[src/rtl/reg_ctrl_sequencer.sv]
// Instruction-step control FSM for the register-select/encode datapath.
// Drives per-step strobes, memory handshake with timeout, branch and halt.
module reg_ctrl_sequencer #(
  parameter int MEM_WAIT_MAX = 15
) (
  input  logic        clock,
  input  logic        reset,
  input  logic [31:0] IR,
  input  logic        mem_ready,
  input  logic        con_ff,
  input  logic        stop,
  output logic        Gra,
  output logic        Grb,
  output logic        Grc,
  output logic        Rin,
  output logic        Rout,
  output logic        BAout,
  output logic        PCout,
  output logic        PCin,
  output logic        IncPC,
  output logic        MARin,
  output logic        MDRin,
  output logic        MDRout,
  output logic        IRin,
  output logic        Yin,
  output logic        Zin,
  output logic        Zlowout,
  output logic        Cout,
  output logic        CONin,
  output logic        Read,
  output logic        Write,
  output logic [3:0]  alu_op,
  output logic        run,
  output logic        illegal_op,
  output logic        mem_err
);

  typedef enum logic [3:0] {
    RST, T0, T1, T2, T3, T4, T5, T6, T7, PAUSE, HALTED
  } state_t;

  localparam logic [7:0] WAIT_LAST = 8'(MEM_WAIT_MAX - 1);

  state_t      state, state_n;
  logic [7:0]  wait_cnt;
  logic [4:0]  op;
  logic        unused_ir;
  logic        is_alu, is_addi, is_imm, is_ld, is_st;
  logic        is_br, is_jr, is_nop, is_halt;
  logic        wait_st, timeout;
  logic [3:0]  alu_sel;

  assign op        = IR[31:27];
  assign unused_ir = ^IR[26:0];

  assign is_alu  = op inside {5'b00011, 5'b00100, 5'b00101, 5'b00110};
  assign is_addi = op == 5'b01100;
  assign is_imm  = is_addi || op == 5'b00001;
  assign is_ld   = op == 5'b00000;
  assign is_st   = op == 5'b00010;
  assign is_br   = op == 5'b10010;
  assign is_jr   = op == 5'b10100;
  assign is_nop  = op == 5'b11010;
  assign is_halt = op == 5'b11011;

  always_comb begin
    alu_sel = 4'd0;
    unique case (op)
      5'b00100: alu_sel = 4'd1;
      5'b00101: alu_sel = 4'd2;
      5'b00110: alu_sel = 4'd3;
      default:  alu_sel = 4'd0;
    endcase
  end

  // Memory steps share one wait counter; it only counts while stalled.
  assign wait_st = state == T1
                || (state == T6 && is_ld)
                || (state == T7 && is_st);
  assign timeout = wait_st && !mem_ready && wait_cnt == WAIT_LAST;

  always_ff @(posedge clock or negedge reset) begin
    if (!reset) begin
      state    <= RST;
      wait_cnt <= 8'd0;
      mem_err  <= 1'b0;
    end else begin
      state    <= state_n;
      mem_err  <= mem_err | timeout;
      if (wait_st && !mem_ready && !timeout)
        wait_cnt <= wait_cnt + 8'd1;
      else
        wait_cnt <= 8'd0;
    end
  end

  always_comb begin
    state_n = state;
    unique case (state)
      RST:    state_n = T0;
      T0:     state_n = stop ? PAUSE : T1;
      PAUSE:  state_n = stop ? PAUSE : T0;
      T1: begin
        if (mem_ready)    state_n = T2;
        else if (timeout) state_n = HALTED;
      end
      T2: begin
        if (is_nop)       state_n = T0;
        else if (is_halt) state_n = HALTED;
        else              state_n = T3;
      end
      T3: state_n = (is_alu || is_imm || is_ld || is_st || is_br) ? T4 : T0;
      T4: state_n = T5;
      T5: state_n = (is_ld || is_st || is_br) ? T6 : T0;
      T6: begin
        if (is_st)                     state_n = T7;
        else if (is_ld && mem_ready)   state_n = T7;
        else if (is_ld && timeout)     state_n = HALTED;
        else if (!is_ld)               state_n = T0;
      end
      T7: begin
        if (!is_st || mem_ready) state_n = T0;
        else if (timeout)        state_n = HALTED;
      end
      HALTED: state_n = HALTED;
      default: state_n = RST;
    endcase
  end

  always_comb begin
    {Gra, Grb, Grc, Rin, Rout, BAout} = '0;
    {PCout, PCin, IncPC, MARin, MDRin, MDRout} = '0;
    {IRin, Yin, Zin, Zlowout, Cout, CONin} = '0;
    {Read, Write, illegal_op} = '0;
    alu_op = 4'd0;
    run    = state inside {T0, T1, T2, T3, T4, T5, T6, T7};
    unique case (state)
      T0: begin
        // Gated so a pause does not advance PC before the fetch.
        {PCout, MARin, IncPC, Zin} = {4{!stop}};
      end
      T1: begin
        Read = 1'b1;
        {Zlowout, PCin, MDRin} = {3{mem_ready}};
      end
      T2: {MDRout, IRin} = 2'b11;
      T3: begin
        unique case (1'b1)
          is_alu: {Grb, Rout, Yin} = 3'b111;
          is_imm: begin
            {Grb, Yin} = 2'b11;
            Rout  = is_addi;
            BAout = !is_addi;
          end
          is_ld, is_st: {Grb, BAout, Yin} = 3'b111;
          is_br: {Gra, Rout, CONin} = 3'b111;
          is_jr: {Gra, Rout, PCin} = 3'b111;
          default: illegal_op = 1'b1;
        endcase
      end
      T4: begin
        unique case (1'b1)
          is_alu: begin
            {Grc, Rout, Zin} = 3'b111;
            alu_op = alu_sel;
          end
          is_imm, is_ld, is_st: {Cout, Zin} = 2'b11;
          is_br: {PCout, Yin} = 2'b11;
          default: ;
        endcase
      end
      T5: begin
        unique case (1'b1)
          is_alu, is_imm: {Zlowout, Gra, Rin} = 3'b111;
          is_ld, is_st: {Zlowout, MARin} = 2'b11;
          is_br: {Cout, Zin} = 2'b11;
          default: ;
        endcase
      end
      T6: begin
        unique case (1'b1)
          is_ld: begin
            Read  = 1'b1;
            MDRin = mem_ready;
          end
          is_st: {Gra, Rout, MDRin} = 3'b111;
          is_br: {Zlowout, PCin} = {2{con_ff}};
          default: ;
        endcase
      end
      T7: begin
        unique case (1'b1)
          is_ld: {MDRout, Gra, Rin} = 3'b111;
          is_st: Write = 1'b1;
          default: ;
        endcase
      end
      default: ;
    endcase
  end

endmodule

[config.mk]
export PLATFORM = sky130hd
export DESIGN_NAME = reg_ctrl_sequencer
export DESIGN_NICKNAME = d
export VERILOG_FILES = /design/src/rtl/reg_ctrl_sequencer.sv
export SDC_FILE = /design/constraint.sdc
export NUM_CORES = 1
export LEC_CHECK = 0
export BUFFER_PORTS_ARGS = -buffer_cell sky130_fd_sc_hd__clkbuf_2
export CAP_MARGIN = 20
export CORE_ASPECT_RATIO = 1.1
export CORE_UTILIZATION = 53
export CTS_BUF_LIST = sky130_fd_sc_hd__clkbuf_4 sky130_fd_sc_hd__clkbuf_8
export CTS_CLUSTER_SIZE = 8
export DETAILED_ROUTE_END_ITERATION = 12
export GPL_TIMING_DRIVEN = 0
export PLACE_DENSITY_LB_ADDON = 0.08
export SETUP_SLACK_MARGIN = 0.02
export SKIP_LAST_GASP = 1
export SLEW_MARGIN = 20
export SYNTH_ARGS = -nofsm -noshare
export SYNTH_HDL_FRONTEND = slang
export SYNTH_SLANG_ARGS = --single-unit
export TNS_END_PERCENT = 50
[constraint.sdc]
create_clock -name clock -period 4.2 [get_ports clock]
set_input_delay 0.63 -clock clock [delete_from_list [all_inputs] [get_ports clock]]
set_output_delay 0.63 -clock clock [all_outputs]
set_load 0.005 [all_outputs]
==> Word level (Yosys, flattened, before mapping) <==
Index checks and enable logic that the tools add are counted.
{ "word_totals": {"regBits": 13, "input_bits": 37, "elab_cells": 115} }
{ "op_classes": {"n_addsub": 1, "n_eq_ne": 23, "muxes": 54, "bitwise_logic": 1, "reduce_logical": 33} }
{ "op_table": {"columns": ["operator", "n"], "rows": [
  ["$mux 4", 11],
  ["$pmux 4 s11", 1],
  ["$pmux 1 s2", 11],
  ["$eq 5x5->1 const B", 4],
  ["$mux 1", 20],
  ["$eq 4x3->1 const B", 4],
  ["$eq 5x3->1 const B", 3],
  ["$eq 4x4->1 const B", 3],
  ["$pmux 1 s3", 4],
  ["$eq 5x2->1 const B", 2],
  ["$logic_or 1x1->1", 10],
  ["$add 8x1->8 const B", 1],
  ["$eq 4x2->1 const B", 2],
  ["$eq 8x4->1 const B", 1],
  ["$mux 8", 1],
  ["$reduce_bool 8->1", 1],
  ["$logic_and 1x1->1", 7],
  ["$mux 3", 2],
  ["$pmux 2 s3", 1],
  ["$reduce_or 2->1", 3],
  ["$reduce_or 3->1", 2],
  ["$reduce_or 6->1", 1],
  ["$eq 5x1->1 const B", 1],
  ["$eq 5x4->1 const B", 1],
  ["10 further kinds", 15]
]} }

==> Logic depth before layout (Yosys ltp) <==
{ "logic_depth": {"ltp_word": 11, "ltp_mapped": 7, "ltp_nobuf": 5} }

==> Least setup slack after synthesis <==
OpenSTA, ideal clock, no wires.
{ "synth_timing": {"path_type": "input-to-output", "from": "input port IR[27]", "to": "output port Rout", "arrival_time_ns": 1.714, "path_slack_ns": 1.856, "cell_stages": 7, "path_buffers": 2, "path_cell_list": "buf_2 > buf_4 > nand2_1 > xnor2_1 > nand3_1 > inv_1 > a2111o_1"} }
{ "synth_via": {"elab_chain_len": 5} }
{ "synth_rtl": {"columns": ["item", "line", "text"], "rows": [
  ["start, declared", "8", "input logic [31:0] IR,"],
  ["$eq 5x2->1 / $eq 5x3->1 (equally long branches)", "56", "assign is_alu = op inside {5'b00011, 5'b00100, 5'b00101, 5'b00110};"],
  ["$reduce_bool 4->1", "56", null],
  ["$reduce_or 3->1 (no source line)", null, null],
  ["$pmux 1 s2", "148", "unique case (1'b1)"],
  ["$pmux 1 s3 (*)", "137", "unique case (state)"],
  ["end, declared", "16", "output logic Rout,"]
]} }
Mark *: on every way between the ends. The rest lies on a longest branch, timed or not.

==> Worst setup path in the final report <==
{ "layout_timing": {"from": "register state[0]", "to": "output port Gra"} }
{ "layout_via": {"elab_chain_len": 2} }
{ "layout_rtl": {"columns": ["item", "line", "text"], "rows": [
  ["start, declared", "44", "state_t state, state_n;"],
  ["start signal, assigned", "88", "state <= state_n;"],
  ["$eq 4x4->1 / $eq 4x3->1 (equally long branches)", "137", null],
  ["$pmux 1 s4 (*)", "137", null],
  ["end, declared", "12", "output logic Gra,"]
]} }
Marked as above.

==> results.sh <==
export IMPL_status="finished clean"
export IMPL_drv_slew=0
export IMPL_pre_cts_ws_ps=1597
export IMPL_period_needed_ps=2658
export IMPL_post_synth_top_area_fraction_pct=22.61
export IMPL_drive_gt1_share_pct=28.64
export IMPL_fillers=225
export IMPL_wl_per_cell_um=15.76
export IMPL_antenna_found_initial=0
export IMPL_clockRootBuffer="clkbuf_4"
export IMPL_fmax_ghz=0.3763
export IMPL_viasPerCell=6.363
export IMPL_placed_area_mm2=0.001637
export IMPL_comb_power_share_pct=56.1
export IMPL_hold_buffers=0
export IMPL_syn_area_mm2=0.001439
export IMPL_grt_use_total_pct=29.53
export IMPL_rows=19
export IMPL_start_util_pct=56.57
export IMPL_fin_skew_ps=2.873
export IMPL_crit_fanout=7
export IMPL_ff2ff_setup_slack_ps=2410
export IMPL_tritoncts="done"
export IMPL_core_mm2=0.002544
export IMPL_cts_num_sinks=13
export IMPL_irDropWorstVdd_v=0.0003050
export IMPL_worstMarginPinSlew_ps=568.0
export IMPL_worstReg2RegStart="wait_cnt[5]$_DFF_PN0_"
export IMPL_routed_wl_mm=3.955
export IMPL_clk_pin_slew_ps=70
export IMPL_netSwitchingFraction_pct=43.83
export IMPL_timing_rr_end="wait_cnt[2]$_DFF_PN0_"
export IMPL_reg2regPathDepth=5
export IMPL_die_h_um=56.65
export IMPL_dr_pass1_iters=4
export IMPL_vias=1597
export IMPL_yosysSeqAreaShare_pct=22.61
export IMPL_clock_power_share_pct=14.1
export IMPL_stdcell_area_mm2=0.001667
export IMPL_power_density_mw_per_mm2=340.9
export IMPL_ant_nets=0
export IMPL_post_cts_buffers=0
export IMPL_timing_slew_headroom_pct=61.60
export IMPL_cts_buffer_depth=2
export IMPL_first_iter_violations=62
export IMPL_post_cts_resized=0
export IMPL_dieWidth_um=51.68
export IMPL_num_antenna_cells=0
export IMPL_hold_slack_ps=241.6
export IMPL_finalSetupTns_ps=0
export IMPL_fin_nets=260
export IMPL_area_growth_syn_to_layout_pct=15.83
export IMPL_hold_class="input pin to asynchronous set/reset pin"
export IMPL_cp_start_kind="flop"
export IMPL_hold_violations=0
export IMPL_ys_ff_latch=13
export IMPL_io_buffers=31
export IMPL_leakagePower_nw=0.7541
export IMPL_die_area_mm2=0.002927
export IMPL_grt_pass1_vias=1430
export IMPL_place_hpwl_mm=3.019
export IMPL_synth_top_cell_by_area="dfrtp_1"
export IMPL_clk_insertion_delay_late_ps=270
export IMPL_p_seq_share_pct=29.8
export IMPL_endpoint_kind="output port"
export IMPL_ys_top_cells_by_count="nand2_1 (14), dfrtp_1 (13), o21ai_0 (12)"
export IMPL_cp_data_required_time_ps=3570
export IMPL_totalPowerFinal_uw=568.1
export IMPL_rsz0062_at_grt="no"
export IMPL_synth_area_top_cells="dfrtp_1 (23%), o21ai_0 (4.2%), nand2b_1 (3.9%)"
export IMPL_grt_pass1_wl_mm=6.617
export IMPL_p_switching_uw=249.0
export IMPL_ys_warn_count=0
export IMPL_synth_async_sr_flop_share_pct=100.0
export IMPL_maxCapViolations=0
export IMPL_fin_crit_sh_pct=63.27
export IMPL_crit_arrival_ps=2030
export IMPL_gp_congestion=0.8851
export IMPL_ios=64
export IMPL_netlist_instances=184
export IMPL_tritoncts_num_buffers=3
export IMPL_synth_edff_count=0
export IMPL_grt_max_degree=14
export IMPL_syn_avg_cell_area_um2=7.820
export IMPL_crit_type="flop to output port"
export IMPL_overflow=0
export IMPL_drc_errors=0
export IMPL_power_internal_uw=319.1
export IMPL_fin_ws_ps=1542
export IMPL_report_final_setup_viol=0
export IMPL_synth_flop_cell="dfrtp_1"
export IMPL_synth_most_common_cell="nand2_1"
export IMPL_cts_htree_levels=1
export IMPL_synth_cell_types=56
[per-layer routing]
metal  wire [um]  GRT usage (%)
met1        1670          38.31
met2        2030          52.32
met3         202          1.626
met4          51          7.336
met5           0              0
[state kept, by name, summed over array words and instances, names as in the netlist]
| name | cells |
|---|---|
| wait_cnt | 8 |
| state | 4 |
| mem_err | 1 |
[layout by cell type, fill, tap and decap left out, types with 2 or more instances in the layout]
cell and n:
xnor2_1 4, dfrtp_1 13, buf_4 3, buf_2 11, inv_1 8, nand2b_1 9
a21o_1 2, clkbuf_4 4, nor3_1 11, nand4_1 4, o21bai_1 2, clkbuf_2 31
nor4b_2 2, o21ai_0 12, a2111o_1 2, or3_1 3, and3_1 3, o22ai_1 3
a21oi_1 8, nand2_1 14, nor2_1 10, clkbuf_1 3, nor2b_1 2, xor2_1 6
ha_1 2, a2111oi_2 3, nand3_1 6, a211o_1 2, conb_1 2, o211ai_1 3
a31oi_1 2, nor4_1 4
[power by group through the flow]
stage,logic [mW],clock network (mW),registers [mW]
finish,0.319,0.0803,0.169
CTS,0.316,0.0841,0.167
global placement,0.307,0,0.167
global route,0.350,0.0885,0.171
detailed placement,0.314,0,0.169
floorplan,0.222,0,0.160
[worst max-delay path: stages, from the launching register on]
cell       delay [ps]
dfrtp_1           460
nand4bb_1         410
a2111oi_2         490
a2bb2oi_2         180
a211o_1           110
clkbuf_2          100
[metrics by stage]
| stage | util [%] | instances |
|---|---|---|
| 2_1_floorplan | - | 185 |
| 3_5_place_dp | 64.34 | 247 |
| 5_1_grt | 65.52 | 251 |
| 3_3_place_gp | 64.34 | 247 |
| 6_report | 65.52 | 251 |
| 4_1_cts | 65.52 | 251 |
[cells by family after synthesis]
logic type,synth area share [%]
compound gates,26.09
xor+xnor,6.087
fa+ha+maj,1.739
buf+inv,9.304
flops,22.61
mux,0.7826
other cells,0.2606
simple gates,33.13
[how the worst max path moves through the flow]
stage          endpoint            startpoint  depth (start not counted)  slack, ps
2_1_floorplan      Rout                IR[27]                          7       1860
3_5_place_dp        Yin                IR[28]                          7       1600
5_1_grt             Gra  state[0]$_DFFE_PN0P_                          5       1410
4_1_cts             Yin  state[0]$_DFFE_PN0P_                          5       1580
6_report            Gra  state[0]$_DFFE_PN0P_                          5       1540
3_3_place_gp       PCin                IR[28]                          7       1630
[final cells by class]
class	count	area [um^2]	share of cell area (%)
Timing Repair Buffer	31	155.1	9.309
Tap cell	31	38.79	2.327
Inverter	8	30.03	1.802
Sequential cell	13	325.3	19.52
Clock buffer	4	30.03	1.802
Multi-Input combinational cell	145	983.4	59.01
Buffer	19	103.9	6.231
No activity file was read; power rests on OpenSTA's default activity.
